--- src/rtl/conv_window_gen.sv ---
// Zero-padded 3x3 window generator that feeds the convolution kernel from a sync-read pixel memory.
// Optional WINGEN_POS_EN adds o_x/o_y ports carrying the centre coordinate of each emitted window.
`timescale 1ns/1ps
module conv_window_gen #(
    parameter int IMG_W = 64,
    parameter int IMG_H = 64,
    parameter int DW    = 20,
    parameter int AW    = 12
) (
    input  logic                     clk,
    input  logic                     reset,
    input  logic                     i_start,
    output logic                     o_busy,
    output logic                     o_done,
    output logic                     o_ird,
    output logic [AW-1:0]            o_iaddr,
    input  logic [DW-1:0]            i_idata,
    output logic                     o_valid,
    output logic [9*DW-1:0]          o_data,
    output logic                     o_sel
`ifdef WINGEN_POS_EN
    ,
    output logic [$clog2(IMG_W)-1:0] o_x,
    output logic [$clog2(IMG_H)-1:0] o_y
`endif
);

    localparam int KW = $clog2(IMG_W + 1);
    localparam int YW = $clog2(IMG_H);
    localparam logic [KW-1:0] K_LAST   = KW'(IMG_W);
    localparam logic [YW-1:0] Y_LAST   = YW'(IMG_H - 1);
    localparam logic [AW-1:0] ROW_STEP = AW'(IMG_W);

    typedef enum logic [1:0] {IDLE, RUN, FLUSH, DONE} state_t;

    state_t          state_reg, state_next;
    logic [YW-1:0]   y_reg, y_next;
    logic [KW-1:0]   k_reg, k_next;
    logic [1:0]      p_reg, p_next;
    logic [AW-1:0]   base_reg, base_next;
    logic            ird_d_reg;
    logic [DW-1:0]   stage0_reg, stage1_reg, cap;
    logic [DW-1:0]   new_col [3];
    logic [9*DW-1:0] win_reg, win_shift, win_next;
    logic            commit, clear;
    logic            row_ok, ird_next, emit_next;
    logic [AW-1:0]   addr_next;

    // Position counters describe the cycle being entered; outputs are registered from them.
    always_comb begin
        state_next = state_reg;
        y_next     = y_reg;
        k_next     = k_reg;
        p_next     = p_reg;
        base_next  = base_reg;
        case (state_reg)
            IDLE: begin
                if (i_start) begin
                    state_next = RUN;
                    y_next     = '0;
                    k_next     = '0;
                    p_next     = '0;
                    base_next  = '0;
                end
            end
            RUN: begin
                if (p_reg != 2'd2) begin
                    p_next = p_reg + 2'd1;
                end else begin
                    p_next = '0;
                    if (k_reg != K_LAST) begin
                        k_next = k_reg + KW'(1);
                    end else if (y_reg != Y_LAST) begin
                        y_next    = y_reg + YW'(1);
                        k_next    = '0;
                        base_next = base_reg + ROW_STEP;
                    end else begin
                        state_next = FLUSH;
                    end
                end
            end
            FLUSH: begin
                if (p_reg != 2'd2) begin
                    p_next = p_reg + 2'd1;
                end else begin
                    p_next     = '0;
                    state_next = DONE;
                end
            end
            default: state_next = IDLE;
        endcase
    end

    // A read that was skipped contributes padding, whatever the memory bus carries.
    assign cap        = ird_d_reg ? i_idata : '0;
    assign new_col[0] = stage0_reg;
    assign new_col[1] = stage1_reg;
    assign new_col[2] = cap;

    assign commit = (p_reg == 2'd0) &&
                    ((state_reg == FLUSH) ||
                     (state_reg == RUN && (y_reg != '0 || k_reg != '0)));
    assign clear  = (state_reg == RUN) && (k_reg == KW'(1));

    genvar gi;
    generate
        for (gi = 0; gi < 3; gi++) begin : g_shift
            assign win_shift[(3*gi)*DW   +: DW] = clear ? '0 : win_reg[(3*gi+1)*DW +: DW];
            assign win_shift[(3*gi+1)*DW +: DW] = clear ? '0 : win_reg[(3*gi+2)*DW +: DW];
            assign win_shift[(3*gi+2)*DW +: DW] = new_col[gi];
        end
    endgenerate

    assign win_next = commit ? win_shift : win_reg;

    always_comb begin
        case (p_next)
            2'd0:    row_ok = (y_next != '0);
            2'd2:    row_ok = (y_next != Y_LAST);
            default: row_ok = 1'b1;
        endcase
        ird_next  = (state_next == RUN) && (k_next != K_LAST) && row_ok;
        addr_next = o_iaddr;
        if (ird_next) begin
            addr_next = base_next + AW'(k_next);
            if (p_next == 2'd0) begin
                addr_next = addr_next - ROW_STEP;
            end else if (p_next == 2'd2) begin
                addr_next = addr_next + ROW_STEP;
            end
        end
        emit_next = (p_next != 2'd0) &&
                    ((state_next == FLUSH) ||
                     (state_next == RUN && (k_next >= KW'(2) || (k_next == '0 && y_next != '0))));
    end

    always_ff @(posedge clk or posedge reset) begin
        if (reset) begin
            state_reg  <= IDLE;
            y_reg      <= '0;
            k_reg      <= '0;
            p_reg      <= '0;
            base_reg   <= '0;
            ird_d_reg  <= 1'b0;
            stage0_reg <= '0;
            stage1_reg <= '0;
            win_reg    <= '0;
            o_busy     <= 1'b0;
            o_done     <= 1'b0;
            o_ird      <= 1'b0;
            o_iaddr    <= '0;
            o_valid    <= 1'b0;
            o_sel      <= 1'b0;
            o_data     <= '0;
        end else begin
            state_reg <= state_next;
            y_reg     <= y_next;
            k_reg     <= k_next;
            p_reg     <= p_next;
            base_reg  <= base_next;
            ird_d_reg <= o_ird;
            if (state_reg == RUN || state_reg == FLUSH) begin
                if (p_reg == 2'd1) stage0_reg <= cap;
                if (p_reg == 2'd2) stage1_reg <= cap;
            end
            win_reg <= win_next;
            o_busy  <= (state_next == RUN) || (state_next == FLUSH);
            o_done  <= (state_next == DONE);
            o_ird   <= ird_next;
            o_iaddr <= addr_next;
            o_valid <= emit_next;
            o_sel   <= emit_next && (p_next == 2'd2);
            if (emit_next && p_next == 2'd1) o_data <= win_next;
        end
    end

`ifdef WINGEN_POS_EN
    logic [$clog2(IMG_W)-1:0] px_next;
    logic [$clog2(IMG_H)-1:0] py_next;

    // Period 0 of a row (and the flush) still emits the last window of the previous row.
    always_comb begin
        if (state_next == FLUSH) begin
            px_next = $bits(px_next)'(IMG_W - 1);
            py_next = $bits(py_next)'(IMG_H - 1);
        end else if (k_next == '0) begin
            px_next = $bits(px_next)'(IMG_W - 1);
            py_next = y_next - YW'(1);
        end else begin
            px_next = $bits(px_next)'(k_next - KW'(2));
            py_next = y_next;
        end
    end

    always_ff @(posedge clk or posedge reset) begin
        if (reset) begin
            o_x <= '0;
            o_y <= '0;
        end else if (emit_next && p_next == 2'd1) begin
            o_x <= px_next;
            o_y <= py_next;
        end
    end
`endif

endmodule

--- config.mk ---
export PLATFORM = sky130hd
export DESIGN_NAME = conv_window_gen
export DESIGN_NICKNAME = d
export VERILOG_FILES = /design/src/rtl/conv_window_gen.sv
export SDC_FILE = /design/constraint.sdc
export NUM_CORES = 1
export LEC_CHECK = 0
export CAP_MARGIN = 20
export CELL_PAD_IN_SITES_DETAIL_PLACEMENT = 1
export CELL_PAD_IN_SITES_GLOBAL_PLACEMENT = 2
export CORE_MARGIN = 4
export CORE_UTILIZATION = 37
export DETAILED_ROUTE_END_ITERATION = 8
export HOLD_SLACK_MARGIN = 0.06
export PLACE_DENSITY_LB_ADDON = 0.1
export SLEW_MARGIN = 20
export SYNTH_ARGS = -nofsm -noshare
export SYNTH_HDL_FRONTEND = slang
export SYNTH_SLANG_ARGS = --single-unit
--- constraint.sdc ---
create_clock -name clk -period 18.85 [get_ports clk]
set_input_delay 3.77 -clock clk [delete_from_list [all_inputs] [get_ports clk]]
set_output_delay 3.77 -clock clk [all_outputs]
set_load 0.02 [all_outputs]
# After elaboration in Yosys (flattened, before gate mapping)
# Cells that the tools add are included.
[op_classes]
n_eq_ne = 15
addsub = 7
mux = 35
n_lt_le_gt_ge = 1
n_reduce_logical = 27
[op_table]
columns = ["cell", "count"]
rows = [
  ["two-way mux 180 bit", 1],
  ["two-way mux 20 bit", 7],
  ["two-way mux 12 bit", 6],
  ["two-way mux 7 bit", 4],
  ["adder 12 x 7 -> 12 bit, second input constant", 2],
  ["two-way mux 6 bit", 4],
  ["case mux 12 bit (2 select lines)", 1],
  ["two-way mux 2 bit", 7],
  ["inequality test 7 bit, second input constant", 2],
  ["case mux 7 bit (2 select lines)", 1],
  ["adder 12 x 7 -> 12 bit", 1],
  ["inequality test 6 bit, second input constant", 2],
  ["case mux 6 bit (2 select lines)", 1],
  ["nonzero test 6 bit", 2],
  ["subtractor 12 x 7 -> 12 bit, second input constant", 1],
  ["== test 2 bit, second input constant", 5],
  ["logical AND 1 bit", 10],
  ["== test 2 x 1 -> 1 bit, second input constant", 4],
  ["adder 7 x 1 -> 7 bit, second input constant", 1],
  ["== test 7 x 1 -> 1 bit, second input constant", 1],
  ["greater-or-equal comparator 7 x 2 -> 1 bit, second input constant", 1],
  ["zero test 7 bit", 1],
  ["nonzero test 7 bit", 1],
  ["adder 6 x 1 -> 6 bit, second input constant", 1],
  ["other kinds (10)", 18],
]
[totals]
in_bits = 23
register_bits = 447
word_cells = 101
output_inout_bits = 197

# Logic depth before layout (Yosys ltp)
[logic_depth]
ltp_word = 12
ltp_mapped = 21
mapped_depth_nobuf = 20

# Worst setup path before layout
# Ideal clock, no wire load.
[synth_timing]
path_kind = "in2reg"
from = "in i_start"
to = "reg o_iaddr[7]"
t_required_ns = 18.725
path_buffers = 0
stages = 15
setup_slack_ns = 12.014
setup_time_ns = 0.125
t_arrival_ns = 6.711
cell_sequence = "mux2i_1 a21oi_1 o21ai_0 ha_1 a21oi_1 nor2_1 a221o_1 a21oi_2 xor2_1 inv_1 ha_1 xnor2_1 nor2_1 a21oi_1 mux2_2"
[synth_via]
elab_chain_cells = 6
word_cells_on_any_way = 24
classes_between = "add/sub (3); eq/ne (4); mux (13); reduce/logical (4)"
[synth_lines]
columns = ["element", "line_no", "source"]
rows = [
  ["start: declaration", "12", "input logic i_start,"],
  ["two-way mux 7 bit (*)", "58", "if (i_start) begin"],
  ["case mux 7 bit (2 select lines) (*)", "56", "case (state_reg)"],
  ["named net k_next[1]", "38", "logic [KW-1:0] k_reg, k_next;"],
  ["adder 12 x 7 -> 12 bit", "125", "addr_next = base_next + AW'(k_next);"],
  ["adder 12 x 7 -> 12 bit", "129", "addr_next = addr_next + ROW_STEP;"],
  ["two-way mux 12 bit", "128", "end else if (p_next == 2'd2) begin"],
  ["two-way mux 12 bit", "126", "if (p_next == 2'd0) begin"],
  ["end signal: assignment", "170", "o_iaddr <= addr_next;"],
  ["end: declaration", "16", "output logic [AW-1:0] o_iaddr,"],
]
# Mark *: on every way through the listed nets, which the timed path passes. The rest lies on a longest branch.
# A chain may end at the register's enable or synchronous reset.

# Worst setup path after layout
[layout_timing]
from = "in i_start"
to = "reg o_data[42]"
[layout_via]
elab_chain_cells = 9
word_cells_on_any_way = 21
classes_between = "order compare (1); eq/ne (3); mux (8); reduce/logical (9)"
[layout_lines]
columns = ["element", "line_no", "source"]
rows = [
  ["two-way mux 7 bit (*)", "58", ""],
  ["case mux 7 bit (2 select lines) (*)", "56", ""],
  ["named net k_next[1]", "38", ""],
  ["branches (longest 2 deep; another with greater-or-equal comparator 7 x 2 -> 1 bit)", "-", ""],
  ["logical OR 1 bit (*)", "134", "(state_next == RUN && (k_next >= KW'(2) || (k_next == '0 && y_next != '0))));"],
  ["logical AND 1 bit (*)", "134", ""],
  ["logical OR 1 bit (*)", "133", "((state_next == FLUSH) ||"],
  ["logical AND 1 bit (*)", "132", "emit_next = (p_next != 2'd0) &&"],
  ["logical AND 1 bit (*)", "173", "if (emit_next && p_next == 2'd1) o_data <= win_next;"],
  ["end signal: assignment", "173", ""],
  ["end: declaration", "19", "output logic [9*DW-1:0] o_data,"],
]
# Mark *: on every way through the listed nets, which the timed path passes.

==> impl_metrics.env <==
export IMPL_status="completed"
export IMPL_synthArstFlopShare_pct=100.0
export IMPL_postSynth_topFlopCell="dfrtp_1"
export IMPL_cts_clk_slew_worst_paths_ns=0.06
export IMPL_cellPowerDensity_nw_per_um2=179.7
export IMPL_synthesis_instances=1623
export IMPL_cap_violations=0
export IMPL_synth_cell_area_um2=18470
export IMPL_design_final_nets=1864
export IMPL_chipWidth_um=231.4
export IMPL_worstPathMaxFanout=122
export IMPL_final_antenna_net_count=0
export IMPL_hold_violations=0
export IMPL_post_cts_resize_count=0
export IMPL_die_h_um=231.4
export IMPL_timing_final_ws_setup_ns=11.27
export IMPL_power_ir_vdd_worst_v=0.0001171
export IMPL_yosysUniqueCellTypes=63
export IMPL_synth_warning_count=0
export IMPL_cts_post_setup_buffers_inserted=0
export IMPL_drtPass1Iterations=4
export IMPL_rr_endpoint="o_data[42]"
export IMPL_yosys_top_cells_area="dfrtp_1, nand2_1, mux2_4"
export IMPL_fin_crit_ns=7.582
export IMPL_cts_root_buffer="clkbuf_16"
export IMPL_layout_cells_non_filler=2526
export IMPL_cts_max_path_buffers=3
export IMPL_stdcell_area_um2=22960
export IMPL_overflow=0
export IMPL_tightest_slew_ns=1.086
export IMPL_routed_via_density=4.930
export IMPL_setup_repair_after_global_routing_missed_its_margin="no"
export IMPL_finalWeightedCongestion=0.7933
export IMPL_fp_dieArea_um2=53540
export IMPL_crit_path_frequent_cell="buf_4"
export IMPL_cp_slowest_cell="buf_4"
export IMPL_place_detailed_instances=2432
export IMPL_report_final_setup_viol=0
export IMPL_setup_tns_final_ns=0
export IMPL_reg2reg_slack_ns=13.64
export IMPL_synth_seq_area_share_pct=60.58
export IMPL_critical_path_class="input pin to register"
export IMPL_critical_path_max_stage_delay_ns=0.84
export IMPL_synth_enable_flop_cells=0
export IMPL_synthToLayoutAreaGrowth_pct=24.35
export IMPL_worst_clock_skew_ns=0.01111
export IMPL_core_area_um2=49150
export IMPL_postPlaceCellArea_um2=21220
export IMPL_rr_worst_depth=12
export IMPL_worstSkewPairLatency_ns=0.59
export IMPL_crit_path_cell_trace="clkdlybuf4s50_1 > mux2i_1 > buf_4 > a21oi_1 > o21ai_0 > nor3_1 > nand3_1 > or3_1 > a21oi_2 > nor2_4 > buf_12 > buf_4 > mux2_2"
export IMPL_num_rows=81
export IMPL_dpl_worst_slack_ns=10.71
export IMPL_holdCritPathClass="register to register"
export IMPL_startpoint_type="input pin"
export IMPL_arrival_ns=8.05
export IMPL_regToRegStartpoint="p_reg[1]"
export IMPL_synth_top_cell_area_share_pct=60.58
export IMPL_place_port_buffers=219
export IMPL_design_power_total_w=0.004126
export IMPL_timing_critical_path_required_ns=19.31
export IMPL_hold_path_depth=0
export IMPL_synth_ff_latch_count=447
export IMPL_final_min_period_over_clock_period_pct=40.22
export IMPL_clock_fmax_mhz=131.9
export IMPL_top_level_ports=220
export IMPL_grtUsageTotal_pct=19.36
export IMPL_initial_standard_cell_utilization_of_the_core_pct=37.57
export IMPL_slew_violations=0
export IMPL_whs_endpoint="ird_d_reg"
export IMPL_static_leakage_power_nw=11.06
export IMPL_antenna_found_initial=5
export IMPL_post_synth_top_area_cell="dfrtp_1"
export IMPL_syn_mean_instance_area_um2=11.38
export IMPL_htreeDepth=2
export IMPL_critPathCaptureType="register"
export IMPL_num_vias=12453
export IMPL_synth_fp_nets=1667
export IMPL_drc_errors=0
export IMPL_detail_route_iter0_violations=849
export IMPL_detailed_place_hpwl_mm=33.92
export IMPL_worst_hold_startpoint="o_ird"
export IMPL_relative_slew_margins_pct=27.59
export IMPL_detail_route_wl_per_cell_um=20.45
export IMPL_cts_stage_hold_buffer_count=0
export IMPL_numClockSinks=447
export IMPL_clock_buffer_count_from_cts=50
export IMPL_grt_start_max_net_pins=159
export IMPL_routed_wire_length_mm=51.67
export IMPL_wire_length_of_the_first_global_routing_pass_mm=81.92
export IMPL_layout_drive_gt1_share_pct=16.71
export IMPL_clock_tree_from_tritoncts="done"
export IMPL_grt_pass1_vias=13482
==> through the flow <==
step           hold slack (ns)  util, %
2_1_floorplan           0.4291        -
3_3_place_gp            0.4425    43.18
4_1_cts                 0.4608    46.70
3_5_place_dp            0.4493    43.18
5_1_grt                 0.4722    46.71
6_report                0.4565    46.72
==> critical path, delay by kind of cell <==
kind / cells / cell delay [ns]
mux: 2 / 0.59
compound gates: 3 / 0.70
buf+inv: 4 / 2.17
simple gates: 4 / 0.53
==> layer usage <==
layer	part of all wire, %	wire length, µm	vias to the layer above	GRT usage, %
li1	-	-	5853	-
met1	46	23980	6352	27.22
met2	47	24450	170	31.21
met3	4.3	2208	68	3.761
met4	1.9	982	10	4.529
met5	0.10	52	-	0
==> synth_stat cells (5+ instances only) <==
| cell | count |
|---|---|
| and2_1 | 7 |
| nor2_1 | 26 |
| mux2i_1 | 5 |
| a21oi_1 | 21 |
| buf_2 | 12 |
| dfrtp_1 | 447 |
| nor2b_1 | 5 |
| buf_1 | 5 |
| inv_1 | 27 |
| mux2_4 | 100 |
| and3_1 | 7 |
| nand3_1 | 129 |
| buf_6 | 11 |
| nand2_1 | 470 |
| nand4_1 | 9 |
| xnor2_1 | 8 |
| ha_1 | 20 |
| mux2_2 | 89 |
| clkbuf_1 | 63 |
| o21ai_0 | 76 |
| nor3_1 | 5 |
| xor2_1 | 6 |
| nand2b_1 | 6 |
==> final cells by class <==
type,count,area [µm²]
tap,664,830.8
multi-input combinational,1057,6746
timing repair buffer,237,2356
sequential,447,11190
clock buffer,72,1525
inverter,27,108.9
fill,5225,26190
antenna,1,2.502
clock inverter,21,206.4
==> worst max-delay path by stage <==
stage	start	to	slack (ns)	depth (start not counted)
3_5_place_dp	i_start	o_data[80]	10.71	13
3_3_place_gp	i_start	o_data[36]	10.85	13
4_1_cts	i_start	o_data[37]	11.34	13
2_1_floorplan	reset	base_reg[0]	2.62	1
6_report	i_start	o_data[42]	11.27	13
5_1_grt	i_start	o_iaddr[11]	10.81	15
==> power by group <==
part | internal [W] | leakage, nW | total (W) | switching (W)
clock network | 0.000604 | 0.863 | 0.00101 | 0.000402
logic | 0.000677 | 4.23 | 0.00160 | 0.000919
registers | 0.00131 | 5.97 | 0.00152 | 0.000217
==> placed cells by master, fill, tap and decap left out, types with 4 or more instances in the layout <==
cell	count
ha_1	20
mux2i_1	5
a21oi_1	21
xor2_1	6
clkbuf_8	17
inv_1	26
mux2_2	89
a31oi_1	4
nor2b_1	5
buf_4	15
clkbuf_1	4
o311ai_1	4
o21ai_0	76
clkinv_2	13
nand3_1	129
nand4_1	9
nor3_1	4
nor2_1	26
mux2_4	100
clkbuf_16	51
xnor2_1	8
clkdlybuf4s50_1	219
and2_1	7
dfrtp_1	447
nand2_1	470
o211ai_1	4
nand2b_1	6
and3_1	7
==> cells by family (layout without fill, tap and decap cells) <==
group | after synthesis | after routing | share of synthesized area (%)
AO/OA/AOI/OAI | 139 | 139 | 4.526
adder cells (fa/ha/maj) | 21 | 21 | 1.464
AND/OR/NAND/NOR | 689 | 689 | 15.97
multiplexers | 194 | 194 | 13.83
other | 0 | 1 | 0
XOR/XNOR | 14 | 14 | 0.6641
flip-flops | 447 | 447 | 60.58
buffers and inverters | 119 | 357 | 2.968
Power figures use the tool's default switching activity.
